**config.mk**
```make
export PLATFORM = sky130hd
export DESIGN_NAME = cpuregs_mp
export DESIGN_NICKNAME = d
export VERILOG_FILES = /design/src/rtl/cpuregs_pkg.sv /design/src/rtl/cpuregs_map.sv /design/src/rtl/cpuregs_mp.sv
export SDC_FILE = /design/constraint.sdc
export NUM_CORES = 1
export LEC_CHECK = 0
export BUFFER_PORTS_ARGS = -buffer_cell sky130_fd_sc_hd__buf_2
export CORE_ASPECT_RATIO = 1.4
export CORE_MARGIN = 2
export CORE_UTILIZATION = 61
export CTS_CLUSTER_DIAMETER = 40
export DETAILED_ROUTE_END_ITERATION = 8
export PLACE_DENSITY_LB_ADDON = 0.05
export SKIP_CTS_REPAIR_TIMING = 1
export SLEW_MARGIN = 20
export SYNTH_ARGS = -nofsm -noshare
export SYNTH_HDL_FRONTEND = slang
export SYNTH_SLANG_ARGS = --single-unit
```
**constraint.sdc**
```tcl
create_clock -name clk -period 2.5 [get_ports clk]
set_input_delay 0.5 -clock clk [delete_from_list [all_inputs] [get_ports clk]]
set_output_delay 0.5 -clock clk [all_outputs]
set_load 0.05 [all_outputs]
```
**src/rtl/cpuregs_pkg.sv**
```systemverilog
// Shared constants and helpers for the banked PDP2011 register file.
// Covers processor mode encodings, special register indices, FSM states and sizing functions.
package cpuregs_pkg;

  localparam logic [1:0] KERNEL  = 2'b00;
  localparam logic [1:0] SUPER   = 2'b01;
  localparam logic [1:0] ILLEGAL = 2'b10;
  localparam logic [1:0] USER    = 2'b11;

  localparam logic [2:0] REG_SP = 3'd6;
  localparam logic [2:0] REG_PC = 3'd7;

  typedef enum logic {SCRUB, RUN} state_t;

  function automatic int nreg(input int nsets);
    return 6 * nsets + 4;
  endfunction

  function automatic int set_bits(input int nsets);
    return (nsets > 1) ? $clog2(nsets) : 1;
  endfunction

endpackage

```
**src/rtl/cpuregs_map.sv**
```systemverilog
// Translates a {mode, set, reg} address into a storage entry index.
// It also flags stack pointer accesses that use the illegal mode.
module cpuregs_map
  import cpuregs_pkg::*;
#(
  parameter int NSETS = 2,
  parameter int SB    = 1,
  parameter int IW    = 4
) (
  input  logic [SB+4:0] addr,
  output logic [IW-1:0] idx,
  output logic          illegal
);

  localparam int KSP_IDX = 6 * NSETS;

  logic [1:0]    mode;
  logic [SB-1:0] set;
  logic [2:0]    rg;

  assign mode = addr[SB+4:SB+3];
  assign set  = addr[SB+2:3];
  assign rg   = addr[2:0];

  // The stack pointers and the PC sit above the general sets. An out-of-range set field wraps.
  always_comb begin
    idx     = '0;
    illegal = 1'b0;
    if (rg == REG_SP) begin
      case (mode)
        KERNEL, ILLEGAL: idx = IW'(KSP_IDX);
        SUPER:           idx = IW'(KSP_IDX + 1);
        default:         idx = IW'(KSP_IDX + 2);
      endcase
      illegal = (mode == ILLEGAL);
    end else if (rg == REG_PC) begin
      idx = IW'(KSP_IDX + 3);
    end else begin
      idx = IW'((int'(set) % NSETS) * 6 + int'(rg));
    end
  end

endmodule

```
**src/rtl/cpuregs_mp.sv**
```systemverilog
// Dual-read-port banked register file with registered reads and write-through bypass.
// A scrub sequencer clears every entry after reset before the core may use the file.
module cpuregs_mp
  import cpuregs_pkg::*;
#(
  parameter  int DW    = 16,
  parameter  int NSETS = 2,
  localparam int SB    = set_bits(NSETS),
  localparam int NREG  = nreg(NSETS),
  localparam int IW    = $clog2(NREG)
) (
  input  logic          clk,
  input  logic          reset,
  input  logic [SB+4:0] raddr_a,
  input  logic [SB+4:0] raddr_b,
  input  logic [SB+4:0] waddr,
  input  logic [DW-1:0] d,
  input  logic          we,
  output logic [DW-1:0] oa,
  output logic [DW-1:0] ob,
  output logic          busy,
  output logic          mode_err,
  output logic [DW-1:0] datapath
);

  state_t state_q, state_d;
  logic [IW-1:0] cnt_q, cnt_d;
  logic [IW-1:0] idx_a, idx_b, idx_w, dp_idx;
  logic          ill_a, ill_b, ill_w;
  logic [DW-1:0] regs [NREG];

  cpuregs_map #(.NSETS(NSETS), .SB(SB), .IW(IW)) u_map_a (.addr(raddr_a), .idx(idx_a), .illegal(ill_a));
  cpuregs_map #(.NSETS(NSETS), .SB(SB), .IW(IW)) u_map_b (.addr(raddr_b), .idx(idx_b), .illegal(ill_b));
  cpuregs_map #(.NSETS(NSETS), .SB(SB), .IW(IW)) u_map_w (.addr(waddr),   .idx(idx_w), .illegal(ill_w));

  assign busy = (state_q == SCRUB);

  always_ff @(posedge clk or posedge reset) begin
    if (reset) begin
      state_q <= SCRUB;
      cnt_q   <= '0;
    end else begin
      state_q <= state_d;
      cnt_q   <= cnt_d;
    end
  end

  // The last scrub write and the switch to RUN happen on the same edge.
  always_comb begin
    state_d = state_q;
    cnt_d   = cnt_q;
    case (state_q)
      SCRUB: begin
        cnt_d = cnt_q + 1'b1;
        if (cnt_q == IW'(NREG - 1)) begin
          state_d = RUN;
          cnt_d   = '0;
        end
      end
      default: state_d = RUN;
    endcase
  end

  // Storage is not reset. The scrub pass is what clears it.
  always_ff @(posedge clk) begin
    if (busy)
      regs[cnt_q] <= '0;
    else if (we)
      regs[idx_w] <= d;
  end

  always_ff @(posedge clk or posedge reset) begin
    if (reset) begin
      oa       <= '0;
      ob       <= '0;
      mode_err <= 1'b0;
    end else if (busy) begin
      oa       <= '0;
      ob       <= '0;
      mode_err <= 1'b0;
    end else begin
      oa       <= (we && idx_w == idx_a) ? d : regs[idx_a];
      ob       <= (we && idx_w == idx_b) ? d : regs[idx_b];
      mode_err <= ill_a | ill_b | (we & ill_w);
    end
  end

  assign dp_idx   = IW'((int'(raddr_a[SB+2:3]) % NSETS) * 6);
  assign datapath = regs[dp_idx];

endmodule
```
Yosys cells after proc, flatten, opt, wreduce, memory -nomap -nowiden
Memories as Yosys holds them, arrays and structs flattened.
Index checks and enable logic that the tools add are counted.
{ "word_totals": {"reg_bits": 38, "mem_count": 1, "ramBits": 256, "elab_cells": 68, "input_bits": 37, "out_inout_bits": 50} }
{ "mem_list": {"columns": ["name", "words", "width", "read_ports", "rd_clocked_by_memory_dff", "write_ports", "line_no", "text"], "rows": [
  ["regs", 16, 16, 3, 0, 1, "cpuregs_mp.sv:30", "logic [DW-1:0] regs [NREG];"]
]} }
{ "op_classes": {"mux": 27, "n_reduce_logical": 9, "n_addsub": 4, "n_bitwise": 4, "multipliers": 3, "n_eq_ne": 15} }
{ "op_table": {"columns": ["operator", "n"], "rows": [
  ["$mux W16", 5],
  ["$mux W4", 8],
  ["$eq A3 B3 Y1 const B", 6],
  ["$reduce_or A16 Y1", 1],
  ["$add A4 B4 Y4", 3],
  ["$pmux W2 S2", 3],
  ["$mux W1", 11],
  ["$mul A1 B2 Y3 const B", 3],
  ["$eq A4 B4 Y1", 2],
  ["$eq A2 B1 Y1 const B", 3],
  ["$eq A2 B2 Y1 const B", 3],
  ["$logic_not A2 Y1", 3],
  ["$reduce_or A2 Y1", 3],
  ["$add A4 B1 Y4 const B", 1],
  ["$eq A4 B4 Y1 const B", 1],
  ["$logic_and A1 B1 Y1", 2],
  ["$or A1 B1 Y1", 2],
  ["$and A1 B1 Y1", 1],
  ["$not A1 Y1", 1]
]} }

Depth between registers and ports, before layout
{ "logic_depth": {"depth_word": 8, "depth_mapped": 12} }

By module
Synthesis repeated with hierarchy kept, for this count alone.
{ "unflattened": {"cells_unflattened": 757, "area_unflattened_um2": 14094.8} }
{ "by_module_without_submodules": {"columns": ["mod", "cells_per_inst", "seq_area_each_um2", "area_per_inst_um2", "instances"], "rows": [
  ["cpuregs_mp", 715, 8638.3, 13790.7, 1],
  ["cpuregs_map", 14, 0.0, 101.3, 3]
]} }

Worst setup path before layout
Ideal clock, no wire load.
{ "synth_timing": {"path_type": "in2reg", "from": "input raddr_a[3]", "to": "register oa[15]", "slack_ps": -828, "arrival_time_ps": 3207, "path_buffers": 3, "setup_time_ps": 121, "path_stages": 11, "cell_sequence": "clkbuf_1 -> buf_1 -> inv_1 -> fa_1 -> a21boi_1 -> a211oi_2 -> clkbuf_1 -> o311a_1 -> nor4_1 -> mux2_1 -> a22o_1"} }
{ "synth_via": {"elab_chain_len": 8, "elab_cells_between_ends": 9, "classes_between": "add/sub: 1; mul: 1; eq/ne: 1; mux: 4; reduce/logical: 1; memory: 1"} }
{ "synth_rtl": {"columns": ["item", "line_no", "text"], "rows": [
  ["from (decl)", "cpuregs_mp.sv:14", "input logic [SB+4:0] raddr_a,"],
  ["$mul A1 B2 Y3 (*)", "cpuregs_map.sv:39", "idx = IW'((int'(set) % NSETS) * 6 + int'(rg));"],
  ["$add A4 B4 Y4 (*)", "cpuregs_map.sv:39", null],
  ["$mux W4 (*)", "cpuregs_map.sv:36", "end else if (rg == REG_PC) begin"],
  ["$mux W4 (*)", "cpuregs_map.sv:29", "if (rg == REG_SP) begin"],
  ["parallel branches: the longest is 2 deep, another holds $mem_v2 Z16 W16", null, null],
  ["$mux W16 (*)", "cpuregs_mp.sv:82", "oa <= (we && idx_w == idx_a) ? d : regs[idx_a];"],
  ["$mux W16 (*)", "cpuregs_mp.sv:77", "end else if (busy) begin"],
  ["to (signal assigned)", "cpuregs_mp.sv:82", null],
  ["to (decl)", "cpuregs_mp.sv:19", "output logic [DW-1:0] oa,"]
]} }
Every way passes the cells marked *.
A chain may end at the register's enable or synchronous reset.

Final worst setup path
{ "layout_timing": {"from": "input raddr_a[1]", "to": "register oa[2]"} }
{ "layout_via": {"elab_chain_len": 7, "elab_cells_between_ends": 10, "classes_between": "add/sub: 1; eq/ne: 3; mux: 4; reduce/logical: 1; memory: 1"} }
{ "layout_rtl": {"columns": ["item", "line_no"], "rows": [
  ["$add A4 B4 Y4 / $eq A3 B3 Y1 (equally long branches)", "cpuregs_map.sv:39, cpuregs_map.sv:36"],
  ["$mux W4", "cpuregs_map.sv:36"],
  ["$mux W4 (*)", "cpuregs_map.sv:29"],
  ["parallel branches: the longest is 2 deep, another holds $mem_v2 Z16 W16", null],
  ["$mux W16 (*)", "cpuregs_mp.sv:82"],
  ["$mux W16 (*)", "cpuregs_mp.sv:77"]
]} }
Marked as above.

==> results.yml <==
run_status:
  status: "completed"
yosys:
  yosys_warnings: 0
  syn_avg_cell_area_sq_um: 12.46
  synth.distinct_cells: 57
  synth.top_cells.by_area: "edfxtp_1, dfrtp_1, mux4_2"
  async_flop_share: 0.1293
  synth_area_sq_um: 14940
  synthCells: 1199
  ys.flop_type: "edfxtp_1"
  ys_seq_area_frac: 0.5783
  syn_nets: 1243
  synth_seq_cells: 294
  synth_edf_count: 256
  synth.top_cell.area_share: 0.5146
  yosys.area.top_type: "edfxtp_1"
power_and_ir_drop:
  power_frac_clock: 0.350
  seqPwrFrac: 0.439
  netSwitchingPower_mw: 3.745
  sw_frac_of_total: 0.2949
  internal-power_mw: 8.954
  peakVddDrop_mv: 0.7066
  p_per_area_nw_per_um2: 702.8
  p_comb_frac: 0.211
  power.leakage_nw: 6.930
route:
  routed_wl_um: 49870
  drc: 0
  drtIter0Drc: 1597
  vias_per_cell: 7.285
  wl_per_cell_um: 29.41
  dr.pass1.iters: 7
  vias: 12360
  drtAntennaViolNets: 0
layout:
  drive_gt1_frac: 0.2780
  nFillCells: 1644
  final_nets: 1405
  stdcell_count: 1696
  postLayoutCellArea_sq_um: 18070
  syn2layout_area_growth_pct: 20.96
grt:
  antenna_found_initial: 1
  gr-total-overflow: 0
  first_global_vias: 12160
  grt_usage: 0.3872
  grt_max_degree: 58
  grt_pass1_wl_um: 72450
timing:
  rsz0062_at_grt: "false"
  finalCritPeriodShare: 0.9667
  setup_viol_count_final: 0
  hold-worst-slack_ns: 0.1695
  slew_headroom: 0.6034
  fin_skew_ns: 0.03345
  fmax_mhz: 413.8
  drv_slew: 0
  finalHoldViolCount: 0
  min_period_ns: 2.417
  worst_pin_slew_ns: 0.5799
setup_path:
  r2r_setup_slack_ns: 0.49
  crit_required_ns: 2.94
  rr_startpoint: "state_q"
  reg2reg_depth: 6
  start_kind: "input pin"
  reg2reg_to: "regs[2][9]"
  path_class: "in2reg"
  cp.arrival_ns: 2.86
  cp-end-kind: "flip-flop"
  crit_fanout: 12
clock_tree:
  cts-root-buf: "clkbuf_16"
  cts-buffers-inserted: 31
  clock-sinks: 294
  htreeDepth: 1
  clock_path_buffers: 3
  cts_tree: "built"
  clock_latency_ns: 0.58
  clk_pin_slew_ns: 0.06
worst_hold_path:
  hp-start: "d[4]"
  hold_path_class: "in2reg"
  min_to: "ob[4]"
  hold_depth: 2
place:
  portBuffers: 86
  gp_congestion: 0.9097
  dp.cells: 1637
  dpl-instance-area_sq_um: 17070
  dp_hpwl_um: 30980
floorplan:
  core_sq_um: 23980
  start_util: 0.6231
  fp.dieH_um: 189.2
  rows: 67
  io_pins: 87
  die_x_um: 136.3
  dieArea_sq_um: 25770
job:
  maxCapViolCount: 0
==> kinds of logic (layout without fill, tap and decap cells) <==
family | Yosys count | count (layout) | share of synthesized area
muxes | 84 | 84 | 0.08150
AOI/OAI and AO/OA | 399 | 399 | 0.2022
xor gates and xnor gates | 7 | 7 | 0.004104
DFF | 294 | 294 | 0.5783
other | 0 | 1 | 0
and+or+nand+nor | 235 | 235 | 0.07932
buffers and inverters | 173 | 359 | 0.04724
adders and majority gates | 7 | 7 | 0.007371
==> metrics by stage <==
step	setup slack [ns]	util	total power [mW]	TNS, ns
finish	0.08336	0.7537	12.70	0
global route	0.003016	0.7536	12.99	0
CTS	0.09596	0.7529	12.63	0
detailed placement	-0.4829	0.7119	8.268	-43.32
global placement	-0.5100	0.7119	8.243	-32.13
floorplan	-0.1677	-	7.291	-34.76
==> cell usage in the layout, fill, tap and decap left out, types with 40 or more instances in the layout <==
cell        n
a211oi_1   58
buf_12     40
buf_2      85
buf_4     114
edfxtp_1  256
inv_1      59
nand2_1    79
o21a_1     66
o21ai_0    65
o311a_1    50
==> power by group through the flow <==
stage               clock network [mW]  registers (mW)  logic (mW)
finish                            4.45            5.57        2.68
global route                      4.64            5.57        2.78
CTS                               4.45            5.57        2.61
detailed placement                   0            5.66        2.60
global placement                     0            5.67        2.58
floorplan                            0            6.12        1.17
==> metal layers <==
| layer | GRT usage | part of all wire | routed length, um | up-vias |
|---|---|---|---|---|
| li1 | - | - | - | 5105 |
| met1 | 0.4792 | 0.34 | 17070 | 5930 |
| met2 | 0.5930 | 0.46 | 22730 | 1027 |
| met3 | 0.1108 | 0.13 | 6335 | 291 |
| met4 | 0.2536 | 0.075 | 3728 | 2 |
| met5 | 0 | 0.00014 | 7 | - |
==> critical path, cell delays in order <==
cell and delay (ns):
buf_2 0.10, ha_1 0.19, inv_1 0.08, fa_2 0.20, a21bo_1 0.24, buf_4 0.17, buf_4 0.20, a2111oi_1 0.61
nor4_1 0.12, mux2_4 0.28, a22o_1 0.17
==> state kept, by name, indices dropped and copies added, names as in the netlist <==
name and count:
ob 16, state_q 1, regs 256, cnt_q 4
mode_err 1, oa 16
==> cell usage after synthesis (all sizes together) (7+ instances only) <==
cell     number
a2111oi      34
inv          61
and3         16
clkbuf       81
mux2         41
a21oi        31
o21ai        67
nor3b        14
nand3        21
buf          30
nor4         39
nor3         30
dfrtp        38
nor2         27
mux4         26
o211ai       17
a211oi       59
o21a         66
edfxtp      256
o311a        50
nand2        79
mux2i        17
o22ai         7
a41o         10
a22o         30
==> worst max-delay path by stage <==
stage | depth (start not counted) | end | slack [ns] | start
floorplan | 7 | regs[7][0] | -0.17 | waddr[1]
global placement | 11 | oa[2] | -0.51 | raddr_a[1]
detailed placement | 11 | oa[2] | -0.48 | raddr_a[1]
CTS | 11 | oa[2] | 0.1 | raddr_a[1]
global route | 11 | oa[6] | 0.003 | raddr_a[1]
finish | 11 | oa[2] | 0.08 | raddr_a[1]
==> cell type report <==
type / instances / area, sq um / share of cell area
multi-input combinational: 732 / 5733 / 0.3173
clock buffer: 35 / 790.8 / 0.04376
antenna: 1 / 2.502 / 0.0001385
sequential: 294 / 8638 / 0.4781
timing repair buffer: 240 / 2092 / 0.1158
inverter: 62 / 232.7 / 0.01288
tap: 310 / 387.9 / 0.02147
clock inverter: 22 / 192.7 / 0.01066
No activity file was read; power rests on OpenSTA's default activity.
